==> src/rtl/seq_rotate_right.sv <==
// Multi-cycle rotate-right unit: accepts a word and an amount over valid/ready, rotates right
// one bit per clock, then holds the result until the consumer takes it.
module seq_rotate_right #(
    parameter int WIDTH = 4,
    parameter int SHW   = 2
) (
    input  logic             clk,
    input  logic             rst,
    input  logic             in_valid,
    output logic             in_ready,
    input  logic [WIDTH-1:0] data_in,
    input  logic [SHW-1:0]   amt,
    output logic             out_valid,
    input  logic             out_ready,
    output logic [WIDTH-1:0] data_out,
    output logic             busy
);

    typedef enum logic [1:0] {
        IDLE  = 2'd0,
        SHIFT = 2'd1,
        DONE  = 2'd2
    } state_t;

    state_t           state_q, state_d;
    logic [WIDTH-1:0] data_q, data_d;
    logic [SHW-1:0]   count_q, count_d;
    logic             out_valid_q, out_valid_d;
    logic             busy_q, busy_d;
    logic             in_ready_q, in_ready_d;

    always_comb begin
        state_d     = state_q;
        data_d      = data_q;
        count_d     = count_q;
        out_valid_d = out_valid_q;
        busy_d      = busy_q;
        in_ready_d  = in_ready_q;
        case (state_q)
            IDLE: begin
                if (in_valid) begin
                    data_d     = data_in;
                    count_d    = amt;
                    in_ready_d = 1'b0;
                    if (amt == '0) begin
                        state_d     = DONE;
                        out_valid_d = 1'b1;
                    end else begin
                        state_d = SHIFT;
                        busy_d  = 1'b1;
                    end
                end
            end
            SHIFT: begin
                data_d  = {data_q[0], data_q[WIDTH-1:1]};
                count_d = count_q - SHW'(1);
                // Leaving at count==1 keeps the counter from ever wrapping below zero.
                if (count_q == SHW'(1)) begin
                    state_d     = DONE;
                    busy_d      = 1'b0;
                    out_valid_d = 1'b1;
                end
            end
            DONE: begin
                if (out_ready) begin
                    state_d     = IDLE;
                    out_valid_d = 1'b0;
                    in_ready_d  = 1'b1;
                end
            end
            default: begin
                state_d     = IDLE;
                out_valid_d = 1'b0;
                busy_d      = 1'b0;
                in_ready_d  = 1'b1;
            end
        endcase
    end

    always_ff @(posedge clk or posedge rst) begin
        if (rst) begin
            state_q     <= IDLE;
            data_q      <= '0;
            count_q     <= '0;
            out_valid_q <= 1'b0;
            busy_q      <= 1'b0;
            in_ready_q  <= 1'b1;
        end else begin
            state_q     <= state_d;
            data_q      <= data_d;
            count_q     <= count_d;
            out_valid_q <= out_valid_d;
            busy_q      <= busy_d;
            in_ready_q  <= in_ready_d;
        end
    end

    // in_ready is held low while reset is asserted so every output reads zero during reset.
    assign in_ready  = in_ready_q & ~rst;
    assign out_valid = out_valid_q;
    assign data_out  = data_q;
    assign busy      = busy_q;

endmodule
==> config.mk <==
export PLATFORM = sky130hd
export DESIGN_NAME = seq_rotate_right
export DESIGN_NICKNAME = d
export VERILOG_FILES = /design/src/rtl/seq_rotate_right.sv
export SDC_FILE = /design/constraint.sdc
export NUM_CORES = 1
export LEC_CHECK = 0
export ABC_AREA = 1
export CELL_PAD_IN_SITES_DETAIL_PLACEMENT = 1
export CELL_PAD_IN_SITES_GLOBAL_PLACEMENT = 1
export CORE_MARGIN = 2
export CORE_UTILIZATION = 28
export CTS_CLUSTER_DIAMETER = 30
export CTS_CLUSTER_SIZE = 30
export DETAILED_ROUTE_END_ITERATION = 16
export PLACE_DENSITY = 0.72
export SYNTH_ARGS = -nofsm -noshare
export SYNTH_HDL_FRONTEND = slang
export SYNTH_SLANG_ARGS = --single-unit
==> constraint.sdc <==
create_clock -name clk -period 1.33 [get_ports clk]
set_clock_uncertainty 0.2 [all_clocks]
set_input_delay 0.266 -clock clk [delete_from_list [all_inputs] [get_ports clk]]
set_output_delay 0.266 -clock clk [all_outputs]
set_load 0.03 [all_outputs]
# [Word level (Yosys, flattened, before mapping)]
# Cells that the tools add are included.
[op_classes] addsub=1 n_mul=0 div_mod_pow=0 magnitude_cmp=0 eq_ne=8 shift=0 muxes=21 n_bitwise=4 reduce_logical=8
[op_table] cell="two-way mux 2 bit" count=5
[op_table] cell="inequality test 2 bit (second input constant)" count=5
[op_table] cell="two-way mux 1 bit" count=9
[op_table] cell="one-hot mux 1 bit (3 select lines)" count=3
[op_table] cell="one-hot mux 4 bit (2 select lines)" count=1
[op_table] cell="AND reduction 4 bit" count=2
[op_table] cell="one-hot mux 2 bit (3 select lines)" count=1
[op_table] cell="AND reduction 3 bit" count=2
[op_table] cell="equality test 2 x 1 -> 1 bit (second input constant)" count=2
[op_table] cell="logical NOT 2 bit" count=2
[op_table] cell="two-way mux 4 bit" count=1
[op_table] cell="one-hot mux 2 bit (2 select lines)" count=1
[op_table] cell="NOT 1 bit" count=3
[op_table] cell="equality test 2 bit (second input constant)" count=1
[op_table] cell="AND reduction 2 bit" count=1
[op_table] cell="nonzero test 2 bit" count=1
[op_table] cell="subtractor 2 x 1 -> 2 bit (second input constant)" count=1
[op_table] cell="bitwise AND 1 bit" count=1
[word_totals] register_bits=11 latch_bits=0 mem_bits_rw=0 rom_bits=0 input_bits=10 out_inout_bits=7 elab_cells=48 n_memories=0

# [Logic depth before layout (Yosys ltp)]
[depth] depth_word=4 depth_mapped=7 mapped_depth_nobuf=7

# [Least setup slack after synthesis]
# No wires, ideal clock.
[synth_timing] path_kind="flip-flop to output port" from="reg in_ready_q" to="out in_ready" t_arrival_ps=938 t_required_ps=864 slack_ps=-74 path_stages_with_launch=3 n_path_buf=0 path_cell_list="dfstp_2 inv_1 nor2_1"
[synth_between] elab_chain_cells=1
[synth_rtl] element="start, declared" line="30" source="logic in_ready_q, in_ready_d;"
[synth_rtl] element="start signal, assigned" line="94" source="in_ready_q <= in_ready_d;"
[synth_rtl] element="bitwise AND 1 bit" line="99" source="assign in_ready = in_ready_q & ~rst;"
[synth_rtl] element="end, declared" line="10" source="output logic in_ready,"
# No other way between the ends.

# [Worst setup path after layout]
[layout_timing] from="reg state_q[1]" to="reg state_q[0]"
[layout_between] elab_chain_cells=3 elab_cells_between_ends=8 cone_classes="eq/ne: 5; mux: 1; reduce/logical: 2"
[layout_rtl] element="start, declared" line="25" source="state_t state_q, state_d;"
[layout_rtl] element="start signal, assigned" line="89" source="state_q <= state_d;"
[layout_rtl] element="equality test 2 x 1 -> 1 bit, or another cell as far along" line="39" source="case (state_q)"
[layout_rtl] element="inequality test 2 bit (no source line)"
[layout_rtl] element="AND reduction 3 bit (no source line)"
# Several ways; a longest one is shown, not always the timed one.
# A chain may end at the register's enable or synchronous reset.

==> impl_metrics.tcl <==
set metrics [dict create \
    synth-seq-cells 11 \
    syn_area_per_cell_um2 7.37 \
    synthFlopType "dfrtp_1" \
    die_height_um 49.9 \
    clkPwrFrac_pct 9.4 \
    ir_drop_v 0.00110 \
    crit_path_max_incr_delay_ns 0.42 \
    violations "setup timing" \
    n_fill_cell 238 \
    setup_slack_ns -0.238 \
    path_common_cell "buf_4" \
    grt_pass1_vias 679 \
    finalInstanceArea_um2 1060 \
    max-slew-margin-rel_pct 84.4 \
    fin_total_pwr_w 0.00260 \
    grt_util_all_layers_pct 15.7 \
    ys_seq_area_share_pct 46.9 \
    critPathLaunchType "flip-flop" \
    drt_pass1_iterations 3 \
    leakagePower_nw 0.545 \
    cp.required_ns 1.29 \
    cts_buffers 3 \
    antenna_found_initial 0 \
    drtIter0Drc 2 \
    num_rows 16 \
    synth_top_area_share_pct 42.5 \
    synth_top_family_by_area "simple AND/OR/NAND/NOR gates" \
    synth_fa_ha_area_share_pct 2.12 \
    maxCapViolations 0 \
    die_x_um 49.9 \
    vias 669 \
    yosysMostFrequentCell "nand2_1" \
    cp-startpoint "state_q[1]$_DFFE_PP0P_" \
    synth-xor-area-share_pct 0 \
    drtAntennaViolNets 0 \
    synth_simple_gate_area_share_pct 26.1 \
    area_growth_pct 80.3 \
    rsz0062_at_grt "true" \
    core_area_um2 1980 \
    cp_cell_sequence "inv_2 > buf_4 > nand3b_1 > buf_4 > nand4_1 > nand2_1" \
    status "complete, but fails checks" \
    via_per_inst 4.49 \
    die_area_um2 2490 \
    path_clk_slew_ns 0.08 \
    dpl_cell_area_um2 853 \
    wl_per_cell_um 13.4 \
    clock_path_buffers 2 \
    worstPathMaxFanout 4 \
    setup_tns_ns -1.03 \
    drv_slew 0 \
    yosysUniqueCellTypes 16 \
    insertion_delay_ns 0.27 \
    place.detailed.hpwl_mm 1.19 \
    cp.depth 6 \
    power_switching_share_pct 44.4 \
    finalCritPeriodShare_pct 118 \
    syn_inst 80 \
    synthArstFlopShare_pct 100 \
    worst_pin_slew_ns 0.233 \
    p_per_area_nw_per_um2 2450 \
    gr-total-overflow 0 \
    r2r_cells 6 \
    period_needed_ns 1.57 \
    internal_power_w 0.00145 \
    synth_compound_area_share_pct 13.4 \
    regToRegEndpoint "state_q[0]$_DFFE_PP0P_" \
    nets 134 \
    crit_type "reg -> reg" \
    slowest_stage "dfrtp_1" \
    remaining_drc_errors 0 \
    cp-end-kind "flip-flop" \
    boundaryPins 17 \
    ys_top_cells_by_area "dfrtp_1 42%, nand2_1 17%, o21ai_0 11%" \
    cts.sinks 11 \
    synth_nets 91 \
    setup_violations 6 \
    yosysTopAreaCell "dfrtp_1" \
    ys_top_cells_by_count "26 x nand2_1, 13 x inv_1, 13 x o21ai_0" \
    crit_buf_inv 3 \
    hold_viol 0 \
    syn_area_um2 589 \
    max_freq_ghz 0.638 \
    arrival_ns 1.53 \
    final_layout_size_suffix_gt1_share_pct 44.3 \
    synth-edff-count 0 \
    clockRootBuffer "clkbuf_4" \
    muxShareOfSynthArea_pct 0 \
    crit_end "state_q[0]$_DFFE_PP0P_" \
    timing.rr.start "state_q[1]$_DFFE_PP0P_" \
    port-buffer-count 16 \
    start_util_pct 29.7 \
    rrSetupSlack_ns -0.24 \
    htreeDepth 1 \
    cts_tree "done" \
    hold_path.class "reg -> reg" \
    gp_congestion 0.709 \
    yosys_warnings 0 \
    p_switching_w 0.00116 \
    combPwrFrac_pct 65.8 \
    routed_wl_mm 1.99 \
    grt_max_degree 14 \
    final_util_pct 53.6 \
    grt_pass1_wl_mm 2.96 \
    diodes 0 \
    path_delay_family "buffers and inverters" \
    pwr-share-seq_pct 24.8 \
]
-- cell usage in the layout (no fill, tap or decap) --
cell type,n
o21ai_1,5
dfstp_2,1
nor2_1,1
clkbuf_1,1
nand4_1,1
nand2_2,3
o21ai_2,1
nand3b_1,1
inv_2,5
nand2_8,1
clkbuf_4,3
a21oi_4,1
nand3_2,3
buf_4,23
inv_1,9
o21ai_0,8
ha_4,1
clkdlybuf4s50_1,9
dlygate4sd3_1,1
or2_4,1
nor2_4,1
buf_6,7
nor2_2,2
dfrtp_2,1
nand2_1,23
dfrtp_1,9
-- power groups by stage --
stage | Combinational (W) | Clock [W] | Sequential, W
3_5_place_dp | 0.00120 | 0 | 0.000614
6_report | 0.00171 | 0.000246 | 0.000646
4_1_cts | 0.00136 | 0.000249 | 0.000637
2_1_floorplan | 0.000533 | 0 | 0.000781
5_1_grt | 0.00188 | 0.000269 | 0.000669
3_3_place_gp | 0.00116 | 0 | 0.000611
-- worst register-to-register path, stage by stage (launching register included) --
cell and delay [ns]:
dfrtp_1 0.42, inv_2 0.14, buf_4 0.13, nand3b_1 0.18, buf_4 0.20, nand4_1 0.11, nand2_1 0.08
-- sequential cells by signal, summed over array words and instances (netlist names) --
register	flops
state_q	2
data_out	4
in_ready_q	1
busy	1
count_q	2
out_valid	1
-- area by class of cell --
type | count | area, µm² | share of cell area [%]
Clock buffer | 4 | 26.3 | 2.47
Inverter | 14 | 52.6 | 4.95
Multi-Input combinational cell | 53 | 320 | 30.2
Sequential cell | 11 | 278 | 26.1
Tap cell | 27 | 33.8 | 3.18
Timing Repair Buffer | 40 | 352 | 33.1
-- through the flow --
stage | setup slack, ns | cells | hold WS [ns]
after CTS | -0.214 | 143 | 0.330
after global routing | -0.285 | 149 | 0.375
after floorplan | 0.0400 | 80 | -0.0823
after detailed placement | -0.283 | 134 | 0.289
after global placement | -0.213 | 134 | 0.261
final | -0.238 | 149 | 0.317
-- how the worst min path moves through the flow --
stage | startpoint | end | slack (ns) | depth (start not counted)
global placement | in_ready_q$_DFFE_PP1P_ | in_ready_q$_DFFE_PP1P_ | 0.26 | 2
CTS | out_valid$_DFFE_PP0P_ | out_valid$_DFFE_PP0P_ | 0.33 | 2
global route | out_valid$_DFFE_PP0P_ | out_valid$_DFFE_PP0P_ | 0.38 | 2
finish | out_valid$_DFFE_PP0P_ | out_valid$_DFFE_PP0P_ | 0.32 | 2
detailed placement | rst | out_valid$_DFFE_PP0P_ | 0.29 | 2
floorplan | rst | busy$_DFFE_PP0P_ | -0.08 | 1
-- routing by layer --
layer	vias to the layer above	track usage, %	part of all wire [%]
met5	-	0	0
met4	0	5.56	1.6
met3	4	3.33	4.0
met2	15	27.8	51
met1	315	18.7	44
li1	335	-	-
-- cells by family after synthesis --
group / Yosys count
AO/OA/AOI/OAI: 15
flip-flops: 11
buffers and inverters: 16
AND/OR/NAND/NOR: 37
adder cells (fa/ha/maj): 1
-- what timing repair did --
item / 4_1_cts / 5_1_grt
endpoints found under the hold margin: 1 / 0
pin swaps: 4 / 8
buffers inserted: 4 / 5
gates resized for setup: 10 / 22
gates cloned: 0 / 1
endpoints found under the setup margin: 6 / 25
hold buffers: 1 / 0
Note: power is estimated with default switching activity, not from simulation.
